===== src/rtl/vpg_mode_sequencer.sv =====
// Pixel-PLL mode-change sequencer: holds the VGA timing generator, programs N/M/C0 over
// Avalon-MM, waits for stable lock, then releases. Optional readback check: VPG_SEQ_READBACK_EN.
module vpg_mode_sequencer #(
    parameter int LOCK_TIMEOUT = 1000000,
    parameter int LOCK_STABLE  = 1024,
    parameter int CNT_W        = 20
) (
    input  logic        clk,
    input  logic        reset,
    input  logic [3:0]  mode,
    input  logic        mode_change,
    input  logic        pll_locked,
    input  logic        mgmt_waitrequest,
    input  logic [31:0] mgmt_readdata,
    output logic [5:0]  mgmt_address,
    output logic [31:0] mgmt_writedata,
    output logic        mgmt_write,
    output logic        mgmt_read,
    output logic        video_hold,
    output logic        busy,
    output logic        cfg_error,
    output logic [3:0]  active_mode
);

    typedef enum logic [2:0] {
        S_IDLE, S_LOAD, S_WR, S_GAP, S_WAIT, S_DONE, S_FAIL, S_RD
    } state_t;

    localparam logic [CNT_W-1:0] LP_TIMEOUT = CNT_W'(LOCK_TIMEOUT);
    localparam logic [CNT_W-1:0] LP_STABLE  = CNT_W'(LOCK_STABLE);

    state_t           r_state, w_next;
    logic [2:0]       r_idx, w_idx_next;
    logic [CNT_W-1:0] r_stable, w_stable_next, r_timeout, w_timeout_next;
    logic [3:0]       r_req, w_req_next, r_pend_mode;
    logic             r_pending, r_use_live, r_mc_d, r_lock_meta, r_lock_sync;
    logic             w_rise, w_mgmt_read_next;

    // Codes above 4 all select the 1080p settings.
    function automatic logic [3:0] clamp_mode(input logic [3:0] m);
        return (m > 4'd4) ? 4'd4 : m;
    endfunction

    function automatic logic [8:0] div_of(input logic [3:0] code, input logic [1:0] sel);
        logic [8:0] n, m, c;
        case (code)
            4'd0:    begin n = 9'd5;  m = 9'd126; c = 9'd50; end
            4'd1:    begin n = 9'd5;  m = 9'd108; c = 9'd40; end
            4'd2:    begin n = 9'd1;  m = 9'd13;  c = 9'd10; end
            4'd3:    begin n = 9'd5;  m = 9'd108; c = 9'd10; end
            default: begin n = 9'd20; m = 9'd297; c = 9'd5;  end
        endcase
        case (sel)
            2'd0:    return n;
            2'd1:    return m;
            default: return c;
        endcase
    endfunction

    // Divide 1 is bypass; otherwise high/low counts split the divide, bit 17 flags odd.
    function automatic logic [31:0] enc_div(input logic [8:0] d);
        logic [31:0] w;
        w = 32'd0;
        if (d == 9'd1) begin
            w = 32'h0001_0000;
        end else begin
            w[15:8] = 8'((d + 9'd1) >> 1);
            w[7:0]  = 8'(d >> 1);
            w[17]   = d[0];
        end
        return w;
    endfunction

    function automatic logic [5:0] addr_for(input logic [2:0] idx);
        case (idx)
            3'd0:    return 6'h00;
            3'd1:    return 6'h03;
            3'd2:    return 6'h04;
            3'd3:    return 6'h05;
            3'd4:    return 6'h02;
            default: return 6'h00;
        endcase
    endfunction

    function automatic logic [31:0] word_for(input logic [2:0] idx, input logic [3:0] code);
        case (idx)
            3'd1:    return enc_div(div_of(code, 2'd0));
            3'd2:    return enc_div(div_of(code, 2'd1));
            3'd3:    return enc_div(div_of(code, 2'd2));
            3'd4:    return 32'd1;
            default: return 32'd0;
        endcase
    endfunction

    assign w_rise = mode_change & ~r_mc_d;

    // Next-state, write index, lock counters and request selection.
    always_comb begin
        w_next         = r_state;
        w_idx_next     = r_idx;
        w_stable_next  = r_stable;
        w_timeout_next = r_timeout;
        w_req_next     = r_req;
        case (r_state)
            S_IDLE: begin
                if (w_rise) w_next = S_LOAD;
                else        w_next = S_IDLE;
            end
            S_LOAD: begin
                w_next     = S_WR;
                w_idx_next = 3'd0;
                w_req_next = clamp_mode(r_use_live ? mode : r_pend_mode);
            end
            S_WR: begin
                if (!mgmt_waitrequest) begin
`ifdef VPG_SEQ_READBACK_EN
                    if ((r_idx >= 3'd1) && (r_idx <= 3'd3)) w_next = S_RD;
                    else                                    w_next = S_GAP;
`else
                    w_next = S_GAP;
`endif
                end else begin
                    w_next = S_WR;
                end
            end
`ifdef VPG_SEQ_READBACK_EN
            S_RD: begin
                if (!mgmt_waitrequest) begin
                    if (mgmt_readdata[17:0] != mgmt_writedata[17:0]) w_next = S_FAIL;
                    else                                            w_next = S_GAP;
                end else begin
                    w_next = S_RD;
                end
            end
`endif
            S_GAP: begin
                if (r_idx == 3'd4) begin
                    w_next         = S_WAIT;
                    w_stable_next  = '0;
                    w_timeout_next = '0;
                end else begin
                    w_next     = S_WR;
                    w_idx_next = r_idx + 3'd1;
                end
            end
            S_WAIT: begin
                w_timeout_next = r_timeout + {{(CNT_W-1){1'b0}}, 1'b1};
                if (r_lock_sync) w_stable_next = r_stable + {{(CNT_W-1){1'b0}}, 1'b1};
                else             w_stable_next = '0;
                if (w_stable_next == LP_STABLE)        w_next = S_DONE;
                else if (w_timeout_next == LP_TIMEOUT) w_next = S_FAIL;
                else                                   w_next = S_WAIT;
            end
            S_DONE, S_FAIL: begin
                if (r_pending || w_rise) w_next = S_LOAD;
                else                     w_next = S_IDLE;
            end
            default: w_next = S_LOAD;
        endcase
    end

`ifdef VPG_SEQ_READBACK_EN
    assign w_mgmt_read_next = (w_next == S_RD);
`else
    logic w_unused_rd;
    assign w_unused_rd      = ^mgmt_readdata;
    assign w_mgmt_read_next = 1'b0;
`endif

    // State, counters, request bookkeeping and registered bus/status outputs.
    always_ff @(posedge clk or posedge reset) begin
        if (reset) begin
            r_state        <= S_LOAD;
            r_idx          <= 3'd0;
            r_stable       <= '0;
            r_timeout      <= '0;
            r_req          <= 4'd4;
            r_pend_mode    <= 4'd0;
            r_pending      <= 1'b0;
            r_use_live     <= 1'b1;
            r_mc_d         <= 1'b0;
            r_lock_meta    <= 1'b0;
            r_lock_sync    <= 1'b0;
            mgmt_address   <= 6'd0;
            mgmt_writedata <= 32'd0;
            mgmt_write     <= 1'b0;
            mgmt_read      <= 1'b0;
            video_hold     <= 1'b1;
            busy           <= 1'b1;
            cfg_error      <= 1'b0;
            active_mode    <= 4'd4;
        end else begin
            r_state     <= w_next;
            r_idx       <= w_idx_next;
            r_stable    <= w_stable_next;
            r_timeout   <= w_timeout_next;
            r_req       <= w_req_next;
            r_mc_d      <= mode_change;
            r_lock_meta <= pll_locked;
            r_lock_sync <= r_lock_meta;
            if (r_state == S_LOAD) r_use_live <= 1'b0;
            else                   r_use_live <= r_use_live;

            // An edge mid-sequence is remembered; at DONE/FAIL it is consumed by the restart.
            if ((r_state == S_IDLE) || (r_state == S_DONE) || (r_state == S_FAIL)) begin
                r_pending <= 1'b0;
                if (w_rise) r_pend_mode <= mode;
                else        r_pend_mode <= r_pend_mode;
            end else if (w_rise) begin
                r_pending   <= 1'b1;
                r_pend_mode <= mode;
            end else begin
                r_pending   <= r_pending;
                r_pend_mode <= r_pend_mode;
            end

            mgmt_write <= (w_next == S_WR);
            mgmt_read  <= w_mgmt_read_next;
            if ((w_next == S_WR) || (w_next == S_RD)) begin
                mgmt_address   <= addr_for(w_idx_next);
                mgmt_writedata <= word_for(w_idx_next, w_req_next);
            end else begin
                mgmt_address   <= 6'd0;
                mgmt_writedata <= 32'd0;
            end

            busy <= (w_next != S_IDLE);
            if (w_next == S_LOAD)                                 video_hold <= 1'b1;
            else if ((r_state == S_DONE) || (r_state == S_FAIL)) video_hold <= 1'b0;
            else                                                  video_hold <= video_hold;

            if (w_next == S_FAIL)      cfg_error <= 1'b1;
            else if (w_next == S_DONE) cfg_error <= 1'b0;
            else                       cfg_error <= cfg_error;

            if (r_state == S_DONE) active_mode <= r_req;
            else                   active_mode <= active_mode;
        end
    end

endmodule


===== config.mk =====
export PLATFORM = sky130hd
export DESIGN_NAME = vpg_mode_sequencer
export DESIGN_NICKNAME = d
export VERILOG_FILES = /design/src/rtl/vpg_mode_sequencer.sv
export SDC_FILE = /design/constraint.sdc
export NUM_CORES = 1
export LEC_CHECK = 0
export ABC_AREA = 1
export BUFFER_PORTS_ARGS = -buffer_cell sky130_fd_sc_hd__buf_2
export CORE_MARGIN = 5
export CORE_UTILIZATION = 40
export CTS_BUF_LIST = sky130_fd_sc_hd__clkbuf_8
export CTS_CLUSTER_SIZE = 20
export DETAILED_ROUTE_END_ITERATION = 10
export PLACE_DENSITY = 0.62
export REMOVE_ABC_BUFFERS = 1
export SETUP_SLACK_MARGIN = 0.1
export SLEW_MARGIN = 5
export SYNTH_ARGS = -nofsm -noshare
export SYNTH_HDL_FRONTEND = slang
export SYNTH_SLANG_ARGS = --single-unit

===== constraint.sdc =====
create_clock -name clk -period 3.23 [get_ports clk]
set_clock_uncertainty 0.2 [all_clocks]
set_input_delay 0.1615 -clock clk [delete_from_list [all_inputs] [get_ports clk]]
set_output_delay 0.1615 -clock clk [all_outputs]
set_load 0.01 [all_outputs]

# Word-level counts from Yosys, hierarchy flattened
# Cells that the tools add are included.
[classes]
magnitude_cmp = 1
n_bitwise = 2
n_reduce_logical = 17
mux = 45
addsub = 6
n_eq_ne = 25
[op_table]
columns = ["op", "count"]
rows = [
  ["$pmux W20 S2", 2],
  ["$pmux W18 S4", 1],
  ["$mux W20", 3],
  ["$mux W9", 6],
  ["$mux W16", 3],
  ["$add A20 B1 Y20 const B", 2],
  ["$mux W32", 1],
  ["$add A9 B1 Y9 const B", 3],
  ["$eq A9 B1 Y1 const B", 3],
  ["$pmux W9 S3", 1],
  ["$eq A3 B3 Y1 const B", 8],
  ["$eq A20 B11 Y1 const B", 1],
  ["$eq A20 B20 Y1 const B", 1],
  ["$pmux W3 S6", 1],
  ["$pmux W6 S3", 1],
  ["$eq A3 B2 Y1 const B", 5],
  ["$mux W1", 15],
  ["$mux W4", 3],
  ["$pmux W3 S4", 1],
  ["$pmux W5 S2", 1],
  ["$eq A3 B1 Y1 const B", 3],
  ["$eq A4 B2 Y1 const B", 2],
  ["$reduce_bool A2 Y1", 4],
  ["$mux W3", 2],
  ["other kinds (16)", 23],
]
[totals]
inputBits = 41
regBits = 105
out_inout_bits = 47
word_cells = 114

# Depth between registers and ports, before layout
# Gate-level depths: netlist (run 1).
[depth]
ltp_word = 13
ltp_mapped = 17
ltp_nobuf = 16

# Worst setup path before layout (run 1)
# No wires, ideal clock.
[synth_timing]
kind = "register to register"
from = "register r_stable[1]"
to = "register mgmt_writedata[8]"
synth_period_minus_slack_ns = 2.296
setup_ns = 0.123
setup_slack_ns = 0.934
n_path_buf = 1
required_ns = 2.907
path_stages_with_launch = 16
arrival_time_ns = 1.973
path_cell_list = "dfrtp_1 -> ha_1 -> nand2_2 -> nor2_2 -> nand2_2 -> nor2_2 -> nand3_1 -> nand3_1 -> nand2_1 -> nor2_2 -> nand4_2 -> a21oi_4 -> inv_2 -> nand2_4 -> buf_12 -> nor2_2"
[synth_via]
elab_chain_cells = 9
word_cells_on_any_way = 10
classes_between = "add/sub (1); eq/ne (3); mux (5); reduce/logical (1)"
[synth_lines]
columns = ["element", "line_no", "rtl"]
rows = [
  ["start, declared", "34", "logic [CNT_W-1:0] r_stable, w_stable_next, r_timeout, w_timeout_next;"],
  ["start signal, assigned", "195", "r_stable <= w_stable_next;"],
  ["$add A20 B1 Y20 *", "148", "if (r_lock_sync) w_stable_next = r_stable + {{(CNT_W-1){1'b0}}, 1'b1};"],
  ["$mux W20 *", "148", ""],
  ["$mux W20 *", "104", "case (r_state)"],
  ["$eq A20 B11 Y1 *", "150", "if (w_stable_next == LP_STABLE) w_next = S_DONE;"],
  ["$mux W2 *", "150", ""],
  ["$pmux W3 S6 *", "104", ""],
  ["named net w_next[1]", "32", "state_t r_state, w_next;"],
  ["$eq A3 B2 Y1 or $eq A3 B3 Y1 (tied branches)", "219", "if ((w_next == S_WR) || (w_next == S_RD)) begin"],
  ["$logic_or A1 B1 Y1 *", "219", ""],
  ["$mux W32 *", "219", ""],
  ["end signal, assigned", "221", "mgmt_writedata <= word_for(w_idx_next, w_req_next);"],
  ["end, declared", "16", "output logic [31:0] mgmt_writedata,"],
]
# Mark *: on every way through the listed nets, which the timed path passes. The rest lies on a longest branch. The select of a mux whose other input is x is not followed.
# A chain may end at the register's enable or synchronous reset.

# Final worst setup path (run 1)
[layout_timing]
from = "register r_state[0]"
to = "register mgmt_writedata[11]"
[layout_via]
elab_chain_cells = 11
word_cells_on_any_way = 45
classes_between = "add/sub (3); eq/ne (18); mux (17); reduce/logical (7)"
[layout_lines]
columns = ["element", "line_no", "rtl"]
rows = [
  ["start, declared", "32", ""],
  ["start signal, assigned", "193", "r_state <= w_next;"],
  ["$eq A3 B1 Y1", "104", ""],
  ["$mux W4", "104", ""],
  ["$eq A4 B2 Y1, or another cell as far along", "46", "case (code)"],
  ["$reduce_or A3 Y1 (no line) or $reduce_or A2 Y1 (tied branches)", "-", ""],
  ["$pmux W5 S2, or another cell as far along", "46", ""],
  ["$mux W9", "86", "case (idx)"],
  ["$mux W9", "219", ""],
  ["$add A9 B1 Y9 or $eq A9 B1 Y1 (tied branches)", "67, 64", ""],
  ["$mux W16", "64", "if (d == 9'd1) begin"],
  ["$pmux W18 S4", "86", ""],
  ["$mux W32 *", "219", ""],
]
# Every way passes the cells marked *; elsewhere a longest branch is shown, timed or not. The select of a mux whose other input is x is not followed.

==> impl_results.html, run 1 <==
<table>
<tr><th>Metric</th><th>Value</th></tr>
<tr><th colspan="2">Drt</th></tr>
<tr><td>Detailed-route vias per instance</td><td>4.987</td></tr>
<tr><td>Routed wire length</td><td>10590 um</td></tr>
<tr><td>First-pass detailed-route iteration total</td><td>4</td></tr>
<tr><td>Iter 0 DRT Violations</td><td>173</td></tr>
<tr><td>Antenna viol nets, final</td><td>0</td></tr>
<tr><td>Total number of vias</td><td>4079</td></tr>
<tr><td>Average detailed-routed wire length per instance</td><td>12.95 um</td></tr>
<tr><td># DRC</td><td>0</td></tr>
<tr><th colspan="2">Final layout</th></tr>
<tr><td>Post-route non-filler standard cell count</td><td>818</td></tr>
<tr><td>Area taken by multi-input logic gates</td><td>2146 um2</td></tr>
<tr><td>Number of diodes added for antenna fixing</td><td>0</td></tr>
<tr><td>Net total in the final layout</td><td>716</td></tr>
<tr><td>Relative area change from synthesis to final layout</td><td>11.28%</td></tr>
<tr><td>Number of filler instances in the final layout</td><td>1150</td></tr>
<tr><td>Sequential Area</td><td>2135 um2</td></tr>
<tr><td>Share of post-route cells with drive strength above 1</td><td>15.85%</td></tr>
<tr><th colspan="2">Setup path</th></tr>
<tr><td>Master of the slowest instance on the critical path</td><td>sky130_fd_sc_hd__dfstp_2</td></tr>
<tr><td>Critical path capture point type</td><td>register</td></tr>
<tr><td>Critical path peak fanout</td><td>18</td></tr>
<tr><td>Launching element type of the critical path</td><td>register</td></tr>
<tr><td>Delay of the slowest critical-path stage</td><td>0.58 ns</td></tr>
<tr><td>Req. time, crit path</td><td>3.32 ns</td></tr>
<tr><td>Most frequent CP cell</td><td>sky130_fd_sc_hd__nor2_1</td></tr>
<tr><td>Critical path, cell by cell</td><td>nor2_1, inv_1, nor2_1, buf_4, nor2_2, clkinv_1, nor2_2, nand2_4, nor2_1</td></tr>
<tr><td>Worst path arrival time</td><td>2.79 ns</td></tr>
<tr><td>Path type of the worst setup path</td><td>reg -&gt; reg</td></tr>
<tr><th colspan="2">CTS</th></tr>
<tr><td>Maximum clock insertion buffer count</td><td>2</td></tr>
<tr><td>CTS Sinks</td><td>85</td></tr>
<tr><td>Total clock buffers created by CTS</td><td>9</td></tr>
<tr><td>Root buffer cell</td><td>sky130_fd_sc_hd__clkbuf_8</td></tr>
<tr><td>CTS Hold Bufs</td><td>7</td></tr>
<tr><td>CTS tree</td><td>built</td></tr>
<tr><td>Reg clk slew, reported paths</td><td>0.10 ns</td></tr>
<tr><td>Total number of H-tree levels</td><td>3</td></tr>
<tr><td>Resized Gates After CTS</td><td>0</td></tr>
<tr><td>Clock insertion delay at the later pin of the skew report</td><td>0.36 ns</td></tr>
<tr><td>Post-CTS Repair Setup Buffers</td><td>0</td></tr>
<tr><th colspan="2">Yosys</th></tr>
<tr><td>Most used flip-flop cell after synthesis</td><td>sky130_fd_sc_hd__dfrtp_1</td></tr>
<tr><td>Syn_area_per_cell</td><td>7.653 um2</td></tr>
<tr><td>Area share of the leading cell type in the synthesized netlist</td><td>41.73%</td></tr>
<tr><td>Top area cells in the synthesized netlist</td><td>sky130_fd_sc_hd__dfrtp_1, sky130_fd_sc_hd__nand2_1, sky130_fd_sc_hd__inv_1</td></tr>
<tr><td>Synthesized instance count</td><td>619</td></tr>
<tr><td>Post-Synthesis Cell Area</td><td>4737 um2</td></tr>
<tr><td>Cell with the most instances after synthesis</td><td>sky130_fd_sc_hd__nand2_1</td></tr>
<tr><td>Number of distinct library cells after synthesis</td><td>39</td></tr>
<tr><td>Yosys warning count</td><td>0</td></tr>
<tr><td>FF+latch count, synth</td><td>85</td></tr>
<tr><td>Most frequent cells after synthesis</td><td>sky130_fd_sc_hd__nand2_1, sky130_fd_sc_hd__dfrtp_1, sky130_fd_sc_hd__inv_1</td></tr>
<tr><td>EDFF count, synth</td><td>0</td></tr>
<tr><td>Cell taking the most area after synthesis</td><td>sky130_fd_sc_hd__dfrtp_1</td></tr>
<tr><td>Fraction of the yosys area taken by sequential cells</td><td>45.06%</td></tr>
<tr><td>Async S/R FF share, synth</td><td>100.0%</td></tr>
<tr><th colspan="2">Global routing</th></tr>
<tr><td>Total congestion overflow after global routing</td><td>0</td></tr>
<tr><td>Via count of the first global-routing pass</td><td>4089</td></tr>
<tr><td>Met1 capacity usage during global routing</td><td>20.50%</td></tr>
<tr><td>Global-route wire length before repair</td><td>18630 um</td></tr>
<tr><td>Largest net degree at the start of global routing</td><td>43</td></tr>
<tr><td>Antenna violations before repair</td><td>0</td></tr>
<tr><td>Most Crowded Layer GR</td><td>met2</td></tr>
<tr><td>All-Layer GR Usage</td><td>15.86%</td></tr>
<tr><td>Met3 layer usage reported by global route</td><td>3.886%</td></tr>
<tr><td>Met2 track demand over resource in global routing</td><td>26.50%</td></tr>
<tr><th colspan="2">Placement</th></tr>
<tr><td>Total instance count after detailed placement</td><td>795</td></tr>
<tr><td>HPWL Detailed</td><td>7857 um</td></tr>
<tr><td>Port Buf Inserts</td><td>36</td></tr>
<tr><td>Post-Place Setup Slack</td><td>0.5061 ns</td></tr>
<tr><td>Routability cong.</td><td>0.8498</td></tr>
<tr><th colspan="2">Timing</th></tr>
<tr><td>Actual transition at the worst max-transition pin</td><td>0.5224 ns</td></tr>
<tr><td>Highest attainable clock frequency</td><td>370.4 MHz</td></tr>
<tr><td>Count of endpoints failing setup in the final report</td><td>0</td></tr>
<tr><td>Tmin final</td><td>2.699 ns</td></tr>
<tr><td>Max-slew violation total from the final report</td><td>0</td></tr>
<tr><td>Final setup TNS</td><td>0 ns</td></tr>
<tr><td>Final setup slack of the worst path</td><td>0.5306 ns</td></tr>
<tr><td>Endpoints failing hold</td><td>0</td></tr>
<tr><td>Unrepaired setup endpoints after global routing</td><td>false</td></tr>
<tr><td>Worst Hold Slack</td><td>0.05645 ns</td></tr>
<tr><td>Headroom to the max-slew limit</td><td>65.18%</td></tr>
<tr><td>Share of the cycle needed by the critical path after routing</td><td>83.57%</td></tr>
<tr><th colspan="2">Power</th></tr>
<tr><td>Clock network power share</td><td>24.0%</td></tr>
<tr><td>Leakage</td><td>2.545 nW</td></tr>
<tr><td>Max VDD drop</td><td>0.4383 mV</td></tr>
<tr><td>Part of the total power dissipated in sequential elements</td><td>44.5%</td></tr>
<tr><td>PwrDens</td><td>564.7 nW/um2</td></tr>
<tr><td>Cell-internal power</td><td>1.829 mW</td></tr>
<tr><td>Combinational share of power</td><td>31.5%</td></tr>
<tr><td>Switching pwr</td><td>1.147 mW</td></tr>
<tr><td>Sw Share</td><td>38.54%</td></tr>
<tr><th colspan="2">Die</th></tr>
<tr><td>Core area</td><td>11520 um2</td></tr>
<tr><td>I/O pins</td><td>88</td></tr>
<tr><td>Total die area</td><td>14120 um2</td></tr>
<tr><td>Starting Density</td><td>41.13%</td></tr>
<tr><td>Row cnt</td><td>39</td></tr>
<tr><td>Die height</td><td>118.8 um</td></tr>
<tr><td>Die boundary width</td><td>118.8 um</td></tr>
<tr><th colspan="2">Hold path</th></tr>
<tr><td>Worst Hold Class</td><td>in -&gt; async</td></tr>
<tr><th colspan="2">Outcome</th></tr>
<tr><td>Status</td><td>finished, final reports clean</td></tr>
<tr><th colspan="2">Run</th></tr>
<tr><td>Max_cap viols</td><td>0</td></tr>
</table>
## area by class of cell
| type | instances | area share (%) |
|---|---|---|
| multi-input cells | 438 | 40.71 |
| flip-flops and latches | 85 | 40.49 |
| inverters | 85 | 6.076 |
| repair buffers | 51 | 5.887 |
| well taps | 143 | 3.394 |
| clock buffers | 9 | 2.350 |
| clock inverters | 7 | 1.092 |
## cell usage in the layout, fill, tap and decap left out, types with 6 or more instances in the layout
cell type | Yosys | routed
sky130_fd_sc_hd__clkbuf_8 | 0 | 9
sky130_fd_sc_hd__o21ai_0 | 31 | 31
sky130_fd_sc_hd__nand2_1 | 158 | 158
sky130_fd_sc_hd__dfstp_2 | 6 | 6
sky130_fd_sc_hd__nor3_1 | 7 | 7
sky130_fd_sc_hd__o22ai_1 | 24 | 24
sky130_fd_sc_hd__conb_1 | 1 | 20
sky130_fd_sc_hd__nand4_1 | 17 | 17
sky130_fd_sc_hd__buf_2 | 1 | 36
sky130_fd_sc_hd__dfrtp_1 | 79 | 79
sky130_fd_sc_hd__a21oi_1 | 6 | 6
sky130_fd_sc_hd__nor2_1 | 64 | 64
sky130_fd_sc_hd__inv_1 | 79 | 78
sky130_fd_sc_hd__dlygate4sd3_1 | 0 | 7
sky130_fd_sc_hd__buf_4 | 21 | 8
sky130_fd_sc_hd__nor2_2 | 19 | 19
sky130_fd_sc_hd__nand3_1 | 51 | 51
## registers in the layout, summed over array words and instances, names as in the netlist, 3 cells and up
signal	count
r_timeout	20
active_mode	4
r_req	4
r_idx	3
r_stable	20
r_pend_mode	4
r_state	3
mgmt_address	3
mgmt_writedata	15
## kinds of logic (layout without fill, tap and decap cells)
| family | count (synthesis) | count (layout) | synth area share (%) |
|---|---|---|---|
| simple gates | 333 | 333 | 31.80 |
| other cells | 1 | 20 | 0.07916 |
| compound gates | 73 | 73 | 9.271 |
| flops | 85 | 85 | 45.06 |
| buf+inv | 115 | 152 | 11.15 |
| fa+ha+maj | 5 | 5 | 1.321 |
| mux | 1 | 1 | 0.2113 |
| xor+xnor | 6 | 6 | 1.109 |
## routing by layer
layer / part of all wire (%) / vias to the layer above
met1: 47 / 1929
met4: 1.1 / 0
li1: - / 2056
met5: 0 / -
met2: 48 / 83
met3: 4.1 / 11
## power by group through the flow
stage	sequential, mW	clock (mW)	combinational [mW]
2_1_floorplan	1.38	0	0.622
4_1_cts	1.33	0.732	0.959
3_3_place_gp	1.34	0	0.922
3_5_place_dp	1.34	0	0.948
5_1_grt	1.34	0.787	1.08
6_report	1.33	0.714	0.938
## critical path, delay by kind of cell, from the launching register on
family / cells / cell delay (ns)
simple gates: 6 / 1.14
flops: 1 / 0.58
buf+inv: 3 / 0.70
## worst paths after layout
path                             startpoint  cells after the start  slack [ns]                  to
setup / recovery                 r_state[0]                      9        0.53  mgmt_writedata[11]
setup reg to reg                 r_state[0]                      9        0.53  mgmt_writedata[11]
min in group clk           mgmt_waitrequest                      4        0.08          r_state[0]
max in group asynchronous             reset                      4        1.95          video_hold
hold reg to reg                 r_lock_meta                      0        0.16         r_lock_sync
hold / removal                        reset                      3        0.06     mgmt_address[1]
## metrics by stage
stage	area [um2]	total power, mW	utilization [%]
finish	5271	2.977	45.77
global route	5271	3.214	45.77
CTS	5271	3.017	45.77
detailed placement	5020	2.291	43.59
global placement	5020	2.260	43.59
floorplan	4599	2.002	-
Power figures use the tool's default switching activity.
==> inputs of run 2 (changes only) <==
--- a/config.mk
+++ b/config.mk
@@ -12,7 +12,7 @@
 export CTS_BUF_LIST = sky130_fd_sc_hd__clkbuf_8
 export CTS_CLUSTER_SIZE = 20
 export DETAILED_ROUTE_END_ITERATION = 10
-export PLACE_DENSITY = 0.62
+export PLACE_DENSITY = 0.64
 export REMOVE_ABC_BUFFERS = 1
 export SETUP_SLACK_MARGIN = 0.1
 export SLEW_MARGIN = 5
==> constraint.sdc (replaced) <==
create_clock -name clk -period 2.3 [get_ports clk]
set_clock_uncertainty 0.2 [all_clocks]
set_input_delay 0.115 -clock clk [delete_from_list [all_inputs] [get_ports clk]]
set_output_delay 0.115 -clock clk [all_outputs]
set_load 0.01 [all_outputs]
==> run 2 against run 1 <==
Against the previous run:
- the flow now finishes with violations (setup timing)
- worst hold slack worse by 0.019 ns
- power is 68% higher
- combinational power is 110% higher
- non-clock buffer count is 69 higher
- critical endpoint is now mgmt_writedata[4]
- largest cell class unchanged
==> impl_results.html, run 2 (same netlist as run 1, synthesis figures left out) <==
<table>
<tr><th>Metric</th><th>Value</th></tr>
<tr><th colspan="2">Outcome</th></tr>
<tr><td>Status</td><td>finished with violations</td></tr>
<tr><td>Violations in the final reports</td><td>setup timing</td></tr>
<tr><th colspan="2">Timing</th></tr>
<tr><td>Share of the cycle needed by the critical path after routing</td><td>105.6% (+22 points)</td></tr>
<tr><td>Endpoints failing hold</td><td>0 (unchanged)</td></tr>
<tr><td>Final setup slack of the worst path</td><td>-0.1295 ns (-0.6600 ns)</td></tr>
<tr><td>Unrepaired setup endpoints after global routing</td><td>true</td></tr>
<tr><td>Count of endpoints failing setup in the final report</td><td>21 (+21)</td></tr>
<tr><td>Highest attainable clock frequency</td><td>411.6 MHz (+11%)</td></tr>
<tr><td>Tmin final</td><td>2.429 ns (-0.2700 ns)</td></tr>
<tr><td>Final setup TNS</td><td>-2.230 ns (-2.230 ns)</td></tr>
<tr><td>Max-slew violation total from the final report</td><td>0 (unchanged)</td></tr>
<tr><th colspan="2">Global routing</th></tr>
<tr><td>Global-route wire length before repair</td><td>19810 um (+6.3%)</td></tr>
<tr><td>Total congestion overflow after global routing</td><td>0 (unchanged)</td></tr>
<tr><td>Antenna violations before repair</td><td>0 (unchanged)</td></tr>
<tr><td>All-Layer GR Usage</td><td>16.67% (+0.81 points)</td></tr>
<tr><td>Largest net degree at the start of global routing</td><td>86 (+100%)</td></tr>
<tr><td>Via count of the first global-routing pass</td><td>4404 (+7.7%)</td></tr>
<tr><th colspan="2">Power</th></tr>
<tr><td>PwrDens</td><td>804.5 nW/um2 (+42%)</td></tr>
<tr><td>Leakage</td><td>2.985 nW (+17%)</td></tr>
<tr><td>Cell-internal power</td><td>3.127 mW (+71%)</td></tr>
<tr><td>Part of the total power dissipated in sequential elements</td><td>37.1% (-7.4 points)</td></tr>
<tr><td>Combinational share of power</td><td>39.1% (+7.6 points)</td></tr>
<tr><td>Clock network power share</td><td>23.8% (-0.2 points)</td></tr>
<tr><td>Overall power</td><td>4.995 mW (+68%)</td></tr>
<tr><td>Max VDD drop</td><td>0.7377 mV (+68%)</td></tr>
<tr><td>Switching pwr</td><td>1.868 mW (+63%)</td></tr>
<tr><td>Sw Share</td><td>37.40% (-1.1 points)</td></tr>
<tr><th colspan="2">CTS</th></tr>
<tr><td>CTS tree</td><td>built</td></tr>
<tr><td>CTS Sinks</td><td>85 (unchanged)</td></tr>
<tr><td>Total number of H-tree levels</td><td>3 (unchanged)</td></tr>
<tr><td>Reg clk slew, reported paths</td><td>0.09 ns (about the same)</td></tr>
<tr><td>Maximum clock insertion buffer count</td><td>2 (unchanged)</td></tr>
<tr><td>Total clock buffers created by CTS</td><td>9 (unchanged)</td></tr>
<tr><td>Root buffer cell</td><td>sky130_fd_sc_hd__clkbuf_8</td></tr>
<tr><td>Clock insertion delay at the later pin of the skew report</td><td>0.36 ns (about the same)</td></tr>
<tr><th colspan="2">Drt</th></tr>
<tr><td># DRC</td><td>0 (unchanged)</td></tr>
<tr><td>Average detailed-routed wire length per instance</td><td>13.27 um (+2.5%)</td></tr>
<tr><td>Antenna viol nets, final</td><td>0 (unchanged)</td></tr>
<tr><td>First-pass detailed-route iteration total</td><td>4 (unchanged)</td></tr>
<tr><td>Routed wire length</td><td>11830 um (+12%)</td></tr>
<tr><td>Detailed-route vias per instance</td><td>4.947 (-0.79%)</td></tr>
<tr><td>Iter 0 DRT Violations</td><td>198 (+14%)</td></tr>
<tr><td>Total number of vias</td><td>4408 (+8.1%)</td></tr>
<tr><th colspan="2">Die</th></tr>
<tr><td>Core area</td><td>11520 um2 (unchanged)</td></tr>
<tr><td>Die height</td><td>118.8 um (unchanged)</td></tr>
<tr><td>Die boundary width</td><td>118.8 um (unchanged)</td></tr>
<tr><td>I/O pins</td><td>88 (unchanged)</td></tr>
<tr><td>Starting Density</td><td>41.13% (unchanged)</td></tr>
<tr><td>Total die area</td><td>14120 um2 (unchanged)</td></tr>
<tr><td>Row cnt</td><td>39 (unchanged)</td></tr>
<tr><th colspan="2">Final layout</th></tr>
<tr><td>Relative area change from synthesis to final layout</td><td>31.06%</td></tr>
<tr><td>Commonest non-fill, non-tap cells in the layout</td><td>sky130_fd_sc_hd__nand2_1, sky130_fd_sc_hd__inv_1, sky130_fd_sc_hd__dfrtp_1</td></tr>
<tr><td>Core Util, Final</td><td>53.91% (+8.1 points)</td></tr>
<tr><td>Post-route non-filler standard cell count</td><td>891 (+8.9%)</td></tr>
<tr><td>Most common cell after layout, fill and taps aside</td><td>sky130_fd_sc_hd__nand2_1</td></tr>
<tr><td>Number of filler instances in the final layout</td><td>1044 (-9.2%)</td></tr>
<tr><td>Number of diodes added for antenna fixing</td><td>0 (unchanged)</td></tr>
<tr><td>Net total in the final layout</td><td>789 (+10%)</td></tr>
<tr><td>Largest registers</td><td>r_stable x20, r_timeout x20, mgmt_writedata x15</td></tr>
<tr><td>Sequential Area</td><td>2137 um2 (+0.12%)</td></tr>
<tr><td>Area taken by multi-input logic gates</td><td>2440 um2 (+14%)</td></tr>
<tr><td>Share of post-route cells with drive strength above 1</td><td>29.95% (+14 points)</td></tr>
<tr><th colspan="2">Setup path</th></tr>
<tr><td>Req. time, crit path</td><td>2.35 ns (-0.97 ns)</td></tr>
<tr><td>Critical path peak fanout</td><td>5 (-13)</td></tr>
<tr><td>Worst path arrival time</td><td>2.48 ns (-0.31 ns)</td></tr>
<tr><td>Worst setup path end</td><td>mgmt_writedata[4]</td></tr>
<tr><td>Path type of the worst setup path</td><td>reg -&gt; reg</td></tr>
<tr><td>Critical path capture point type</td><td>register</td></tr>
<tr><td>FF-to-FF path depth</td><td>14 (+5)</td></tr>
<tr><td>Source of the worst register-to-register timing path</td><td>r_stable[1]</td></tr>
<tr><td>Register-to-register path setup slack</td><td>-0.13 ns (-0.66 ns)</td></tr>
<tr><td>Worst Setup SP</td><td>r_stable[1]</td></tr>
<tr><td>Reg2Reg Capture Point</td><td>mgmt_writedata[4]</td></tr>
<tr><td>Launching element type of the critical path</td><td>register</td></tr>
<tr><th colspan="2">Placement</th></tr>
<tr><td>Post-Place Setup Slack</td><td>-0.2112 ns (-0.7174 ns)</td></tr>
<tr><td>Port Buf Inserts</td><td>36 (unchanged)</td></tr>
<tr><td>Routability cong.</td><td>0.8465 (-0.39%)</td></tr>
<tr><td>Total instance count after detailed placement</td><td>852 (+7.2%)</td></tr>
<tr><td>HPWL Detailed</td><td>8079 um (+2.8%)</td></tr>
<tr><th colspan="2">Hold path</th></tr>
<tr><td>Launch instance of the worst min-delay path</td><td>mode[2]</td></tr>
<tr><td>Number of cells traversed by the worst hold path</td><td>5</td></tr>
<tr><td>Worst Hold Class</td><td>in -&gt; reg</td></tr>
<tr><th colspan="2">Run</th></tr>
<tr><td>Max_cap viols</td><td>0 (unchanged)</td></tr>
</table>
==> run 2: changes by cell type in the layout (fill, tap and decap cells not counted), sizes merged <==
cell,change
clkinvlp,+2
inv,-2
buf,+69
bufinv,+2
clkinv,-1
nand2,+3
==> run 2: worst min-delay path by stage <==
stage             endpoint
2_1_floorplan  r_lock_meta
3_3_place_gp   r_lock_meta
3_5_place_dp   r_lock_meta
4_1_cts           r_req[2]
5_1_grt           r_req[2]
6_report          r_req[2]
==> run 2: final cells by class <==
class / instances / share of cell area [%]
Sequential cell: 85 / 34.42
Clock inverter: 7 / 1.592
Timing Repair Buffer: 120 / 14.37
Timing Repair inverter: 1 / 0.08061
Inverter: 85 / 5.361
Tap cell: 143 / 2.882
Multi-Input combinational cell: 441 / 39.30
Clock buffer: 9 / 1.995
==> run 2: through the flow <==
step | hold slack [ns] | instance area (um2)
2_1_floorplan | -0.05357 | 4599
3_3_place_gp | 0.02324 | 5473
3_5_place_dp | 0.02432 | 5473
4_1_cts | 0.02699 | 5903
5_1_grt | 0.09699 | 6208
6_report | 0.03789 | 6208
==> run 2: critical path, stage by stage (launching register included) <==
cell	delay, ns
sky130_fd_sc_hd__dfrtp_1	0.41
sky130_fd_sc_hd__ha_4	0.20
sky130_fd_sc_hd__nand2_4	0.07
sky130_fd_sc_hd__nor2_4	0.17
sky130_fd_sc_hd__nand3_2	0.09
sky130_fd_sc_hd__nand3_2	0.08
sky130_fd_sc_hd__nand2_1	0.05
sky130_fd_sc_hd__nor2_1	0.12
sky130_fd_sc_hd__nand2_1	0.11
sky130_fd_sc_hd__nor2_4	0.15
sky130_fd_sc_hd__nand4_4	0.13
sky130_fd_sc_hd__a21oi_4	0.22
sky130_fd_sc_hd__clkinv_4	0.16
sky130_fd_sc_hd__nand2_4	0.14
sky130_fd_sc_hd__nor2_1	0.05
==> run 2: metal layers <==
layer | global-route usage [%] | up-vias | share of wire, % | wire length [um]
li1 | - | 2202 | - | -
met1 | 20.89 | 2085 | 45 | 5279
met2 | 29.88 | 103 | 50 | 5889
met3 | 3.223 | 18 | 4.1 | 481
met4 | 3.693 | 0 | 1.5 | 174
met5 | 0 | - | 0 | 0
==> run 2: power groups by stage <==
stage	clock network [mW]	logic [mW]	registers, mW
floorplan	0	0.873	1.94
global placement	0	1.50	1.87
detailed placement	0	1.54	1.87
CTS	1.21	1.72	1.85
global route	1.28	2.15	1.88
finish	1.19	1.96	1.85
==> run 2: repair_timing <==
action	CTS	global route
resized for setup	24	52
setup buffers	4	8
cloned	1	3
setup endpoints to repair	22	48
hold buffers	7	0
pin swaps	4	20
hold endpoints to repair	88	0
==> inputs of run 3 (changes only) <==
--- a/config.mk
+++ b/config.mk
@@ -12,7 +12,7 @@
 export CTS_BUF_LIST = sky130_fd_sc_hd__clkbuf_8
 export CTS_CLUSTER_SIZE = 20
 export DETAILED_ROUTE_END_ITERATION = 10
-export PLACE_DENSITY = 0.64
+export PLACE_DENSITY = 0.62
 export REMOVE_ABC_BUFFERS = 1
 export SETUP_SLACK_MARGIN = 0.1
 export SLEW_MARGIN = 5
==> constraint.sdc (replaced) <==
create_clock -name clk -period 2.4 [get_ports clk]
set_clock_uncertainty 0.2 [all_clocks]
set_input_delay 0.12 -clock clk [delete_from_list [all_inputs] [get_ports clk]]
set_output_delay 0.12 -clock clk [all_outputs]
set_load 0.01 [all_outputs]
==> run 3 against run 2 <==
Against the previous run:
- the flow still finishes with violations (setup timing)
- worst hold slack better by 0.091 ns
- critical path depth stayed put
- design area about the same
- cell count shrank 2.2%
- sequential cell count unchanged
- sequential power shrank 4%
- wire length is essentially flat
- critical endpoint is now mgmt_writedata[0]
- largest cell class unchanged
- largest power group unchanged
==> impl_results.html, run 3 (same netlist as run 1, synthesis figures left out) <==
<table>
<tr><th>Metric</th><th>Value</th></tr>
<tr><th colspan="2">Timing</th></tr>
<tr><td>Highest attainable clock frequency</td><td>414.5 MHz (+0.71%)</td></tr>
<tr><td>Tmin final</td><td>2.412 ns (-0.01718 ns)</td></tr>
<tr><td>Final setup slack of the worst path</td><td>-0.01229 ns (+0.1172 ns)</td></tr>
<tr><td>Share of the cycle needed by the critical path after routing</td><td>100.5% (-5.1 points)</td></tr>
<tr><td>Count of endpoints failing setup in the final report</td><td>4 (-81%)</td></tr>
<tr><td>Unrepaired setup endpoints after global routing</td><td>true</td></tr>
<tr><td>Max-slew violation total from the final report</td><td>0 (unchanged)</td></tr>
<tr><td>Endpoints failing hold</td><td>0 (unchanged)</td></tr>
<tr><th colspan="2">Drt</th></tr>
<tr><td>Iter 0 DRT Violations</td><td>216 (+9.1%)</td></tr>
<tr><td>First-pass detailed-route iteration total</td><td>4 (unchanged)</td></tr>
<tr><td>Detailed-route vias per instance</td><td>4.984 (+0.74%)</td></tr>
<tr><td># DRC</td><td>0 (unchanged)</td></tr>
<tr><td>Routed wire length</td><td>11830 um (about the same)</td></tr>
<tr><td>Average detailed-routed wire length per instance</td><td>13.58 um (+2.3%)</td></tr>
<tr><td>Antenna viol nets, final</td><td>0 (unchanged)</td></tr>
<tr><td>Total number of vias</td><td>4341 (-1.5%)</td></tr>
<tr><th colspan="2">Final layout</th></tr>
<tr><td>Net total in the final layout</td><td>769 (-2.5%)</td></tr>
<tr><td>Largest registers</td><td>r_stable x20, r_timeout x20, mgmt_writedata x15</td></tr>
<tr><td>Area taken by multi-input logic gates</td><td>2576 um2 (+5.6%)</td></tr>
<tr><td>Relative area change from synthesis to final layout</td><td>31.04% (about the same)</td></tr>
<tr><td>Share of post-route cells with drive strength above 1</td><td>30.36% (+0.41 points)</td></tr>
<tr><td>Sequential Area</td><td>2137 um2 (unchanged)</td></tr>
<tr><td>Most common cell after layout, fill and taps aside</td><td>sky130_fd_sc_hd__nand2_1</td></tr>
<tr><td>Number of filler instances in the final layout</td><td>1068 (+2.3%)</td></tr>
<tr><td>Number of diodes added for antenna fixing</td><td>0 (unchanged)</td></tr>
<tr><td>Final instance area</td><td>6207 um2 (about the same)</td></tr>
<tr><td>Commonest non-fill, non-tap cells in the layout</td><td>sky130_fd_sc_hd__nand2_1, sky130_fd_sc_hd__dfrtp_1, sky130_fd_sc_hd__inv_1</td></tr>
<tr><td>Post-route non-filler standard cell count</td><td>871 (-2.2%)</td></tr>
<tr><th colspan="2">Placement</th></tr>
<tr><td>Routability cong.</td><td>0.8788 (+3.8%)</td></tr>
<tr><td>HPWL Detailed</td><td>7850 um (-2.8%)</td></tr>
<tr><td>Port Buf Inserts</td><td>36 (unchanged)</td></tr>
<tr><td>Placement-stage cell area</td><td>5270 um2 (-3.7%)</td></tr>
<tr><td>Total instance count after detailed placement</td><td>825 (-3.2%)</td></tr>
<tr><th colspan="2">Die</th></tr>
<tr><td>Starting Density</td><td>41.13% (unchanged)</td></tr>
<tr><td>I/O pins</td><td>88 (unchanged)</td></tr>
<tr><td>Row cnt</td><td>39 (unchanged)</td></tr>
<tr><td>Total die area</td><td>14120 um2 (unchanged)</td></tr>
<tr><td>Die boundary width</td><td>118.8 um (unchanged)</td></tr>
<tr><td>Die height</td><td>118.8 um (unchanged)</td></tr>
<tr><td>Core area</td><td>11520 um2 (unchanged)</td></tr>
<tr><th colspan="2">Outcome</th></tr>
<tr><td>Status</td><td>finished with violations</td></tr>
<tr><td>Violations in the final reports</td><td>setup timing</td></tr>
<tr><th colspan="2">Global routing</th></tr>
<tr><td>All-Layer GR Usage</td><td>16.52% (-0.15 points)</td></tr>
<tr><td>Via count of the first global-routing pass</td><td>4324 (-1.8%)</td></tr>
<tr><td>Antenna violations before repair</td><td>0 (unchanged)</td></tr>
<tr><td>Largest net degree at the start of global routing</td><td>86 (unchanged)</td></tr>
<tr><td>Total congestion overflow after global routing</td><td>0 (unchanged)</td></tr>
<tr><td>Global-route wire length before repair</td><td>19450 um (-1.8%)</td></tr>
<tr><th colspan="2">Power</th></tr>
<tr><td>Max VDD drop</td><td>0.6600 mV (-11%)</td></tr>
<tr><td>Overall power</td><td>4.874 mW (-2.4%)</td></tr>
<tr><td>Leakage</td><td>2.939 nW (-1.5%)</td></tr>
<tr><td>PwrDens</td><td>785.2 nW/um2 (-2.4%)</td></tr>
<tr><th colspan="2">Setup path</th></tr>
<tr><td>Reg2Reg Capture Point</td><td>mgmt_writedata[0]</td></tr>
<tr><td>Register-to-register path setup slack</td><td>-0.01 ns (+0.12 ns)</td></tr>
<tr><td>Critical path capture point type</td><td>register</td></tr>
<tr><td>Source of the worst register-to-register timing path</td><td>r_timeout[1]</td></tr>
<tr><td>FF-to-FF path depth</td><td>14 (unchanged)</td></tr>
<tr><td>Launching element type of the critical path</td><td>register</td></tr>
<tr><td>Critical path peak fanout</td><td>5 (unchanged)</td></tr>
<tr><td>Path type of the worst setup path</td><td>reg -&gt; reg</td></tr>
<tr><td>Req. time, crit path</td><td>2.50 ns (+0.15 ns)</td></tr>
<tr><td>Worst path arrival time</td><td>2.51 ns (+0.03 ns)</td></tr>
<tr><th colspan="2">Hold path</th></tr>
<tr><td>Worst Hold Class</td><td>in -&gt; reg</td></tr>
<tr><td>Number of cells traversed by the worst hold path</td><td>5 (unchanged)</td></tr>
<tr><td>Launch instance of the worst min-delay path</td><td>mgmt_waitrequest</td></tr>
<tr><td>WHS Endpoint</td><td>r_state[0]</td></tr>
<tr><th colspan="2">CTS</th></tr>
<tr><td>CTS tree</td><td>built</td></tr>
<tr><td>Maximum clock insertion buffer count</td><td>2 (unchanged)</td></tr>
<tr><td>Reg clk slew, reported paths</td><td>0.09 ns (about the same)</td></tr>
<tr><td>Root buffer cell</td><td>sky130_fd_sc_hd__clkbuf_8</td></tr>
<tr><td>CTS Sinks</td><td>85 (unchanged)</td></tr>
<tr><td>Total clock buffers created by CTS</td><td>9 (unchanged)</td></tr>
<tr><td>Clock insertion delay at the later pin of the skew report</td><td>0.36 ns (about the same)</td></tr>
<tr><td>Total number of H-tree levels</td><td>3 (unchanged)</td></tr>
<tr><th colspan="2">Run</th></tr>
<tr><td>Max_cap viols</td><td>0 (unchanged)</td></tr>
</table>
==> run 3: cell count changes in the layout (fill, tap and decap cells not counted), moves of 3 or more <==
cell                         before  now
sky130_fd_sc_hd__buf_4           67   46
sky130_fd_sc_hd__nand2_1        154  148
sky130_fd_sc_hd__nor2_1          49   44
sky130_fd_sc_hd__clkinvlp_4       3    0
sky130_fd_sc_hd__nand2_2          7   10
sky130_fd_sc_hd__nand3_1         37   34
sky130_fd_sc_hd__nor2_2          22   25
==> run 3: area by class of cell <==
cell class / instances / share of cell area (%)
sequential: 85 / 34.43
inverter: 85 / 5.281
multi-input combinational: 441 / 41.50
tap: 143 / 2.882
clock inverter: 7 / 1.713
timing repair buffer: 101 / 12.20
clock buffer: 9 / 1.996
==> run 3: what timing repair did <==
item	CTS	global route
endpoints found under the setup margin	21	24
hold buffers	7	0
gates cloned	3	0
gates resized for setup	32	74
pin swaps	15	21
setup buffers	12	9
hold endpoints to repair	91	0
==> run 3: where the power goes <==
part           leakage, nW  internal [mW]  switching (mW)
registers             1.13           1.67           0.109
clock network        0.116          0.605           0.566
logic                 1.70          0.700            1.22
total                 2.94           2.97            1.90
==> run 3: worst max path at each step <==
| stage | start | to | slack (ns) | depth (start not counted) |
|---|---|---|---|---|
| 6_report | r_timeout[1] | mgmt_writedata[0] | -0.01 | 14 |
| 4_1_cts | r_stable[0] | cfg_error | 0.01 | 15 |
| 3_5_place_dp | r_stable[0] | mgmt_writedata[3] | -0.10 | 14 |
| 3_3_place_gp | r_timeout[1] | mgmt_writedata[11] | -0.05 | 13 |
| 5_1_grt | r_stable[1] | cfg_error | -0.19 | 15 |
| 2_1_floorplan | r_state[0] | mgmt_writedata[11] | -0.20 | 8 |
==> run 3: worst max-delay path, stage by stage (launching register included) <==
cell	delay [ns]
sky130_fd_sc_hd__dfrtp_1	0.44
sky130_fd_sc_hd__ha_4	0.20
sky130_fd_sc_hd__buf_6	0.13
sky130_fd_sc_hd__xor2_4	0.18
sky130_fd_sc_hd__nor2_2	0.09
sky130_fd_sc_hd__nand2_1	0.07
sky130_fd_sc_hd__nor2_2	0.12
sky130_fd_sc_hd__nand3_2	0.10
sky130_fd_sc_hd__nor2_4	0.12
sky130_fd_sc_hd__nand3_2	0.10
sky130_fd_sc_hd__nor2_4	0.16
sky130_fd_sc_hd__a21oi_4	0.09
sky130_fd_sc_hd__clkinv_4	0.14
sky130_fd_sc_hd__nand2_8	0.10
sky130_fd_sc_hd__nor2_4	0.10
==> run 3: metrics by stage <==
| step | hold slack, ns | TNS [ns] | worst slack, ns | util, % |
|---|---|---|---|---|
| 3_3_place_gp | 0.03646 | -0.5771 | -0.04560 | 45.76 |
| 3_5_place_dp | 0.02995 | -1.269 | -0.1000 | 45.76 |
| 5_1_grt | 0.1435 | -2.700 | -0.1856 | 53.90 |
| 4_1_cts | 0.1365 | 0 | 0.01197 | 50.70 |
| 2_1_floorplan | -0.04857 | -11.46 | -0.2008 | - |
| 6_report | 0.1287 | -0.02103 | -0.01229 | 53.90 |
==> run 3: metal layers <==
metal | wire length [um] | global-route usage (%) | vias up | share of wire [%]
li1 | - | - | 2162 | -
met1 | 5222 | 21.19 | 2057 | 44
met2 | 5915 | 28.21 | 101 | 50
met3 | 397 | 2.559 | 21 | 3.4
met4 | 291 | 6.300 | 0 | 2.5
met5 | 0 | 0 | - | 0
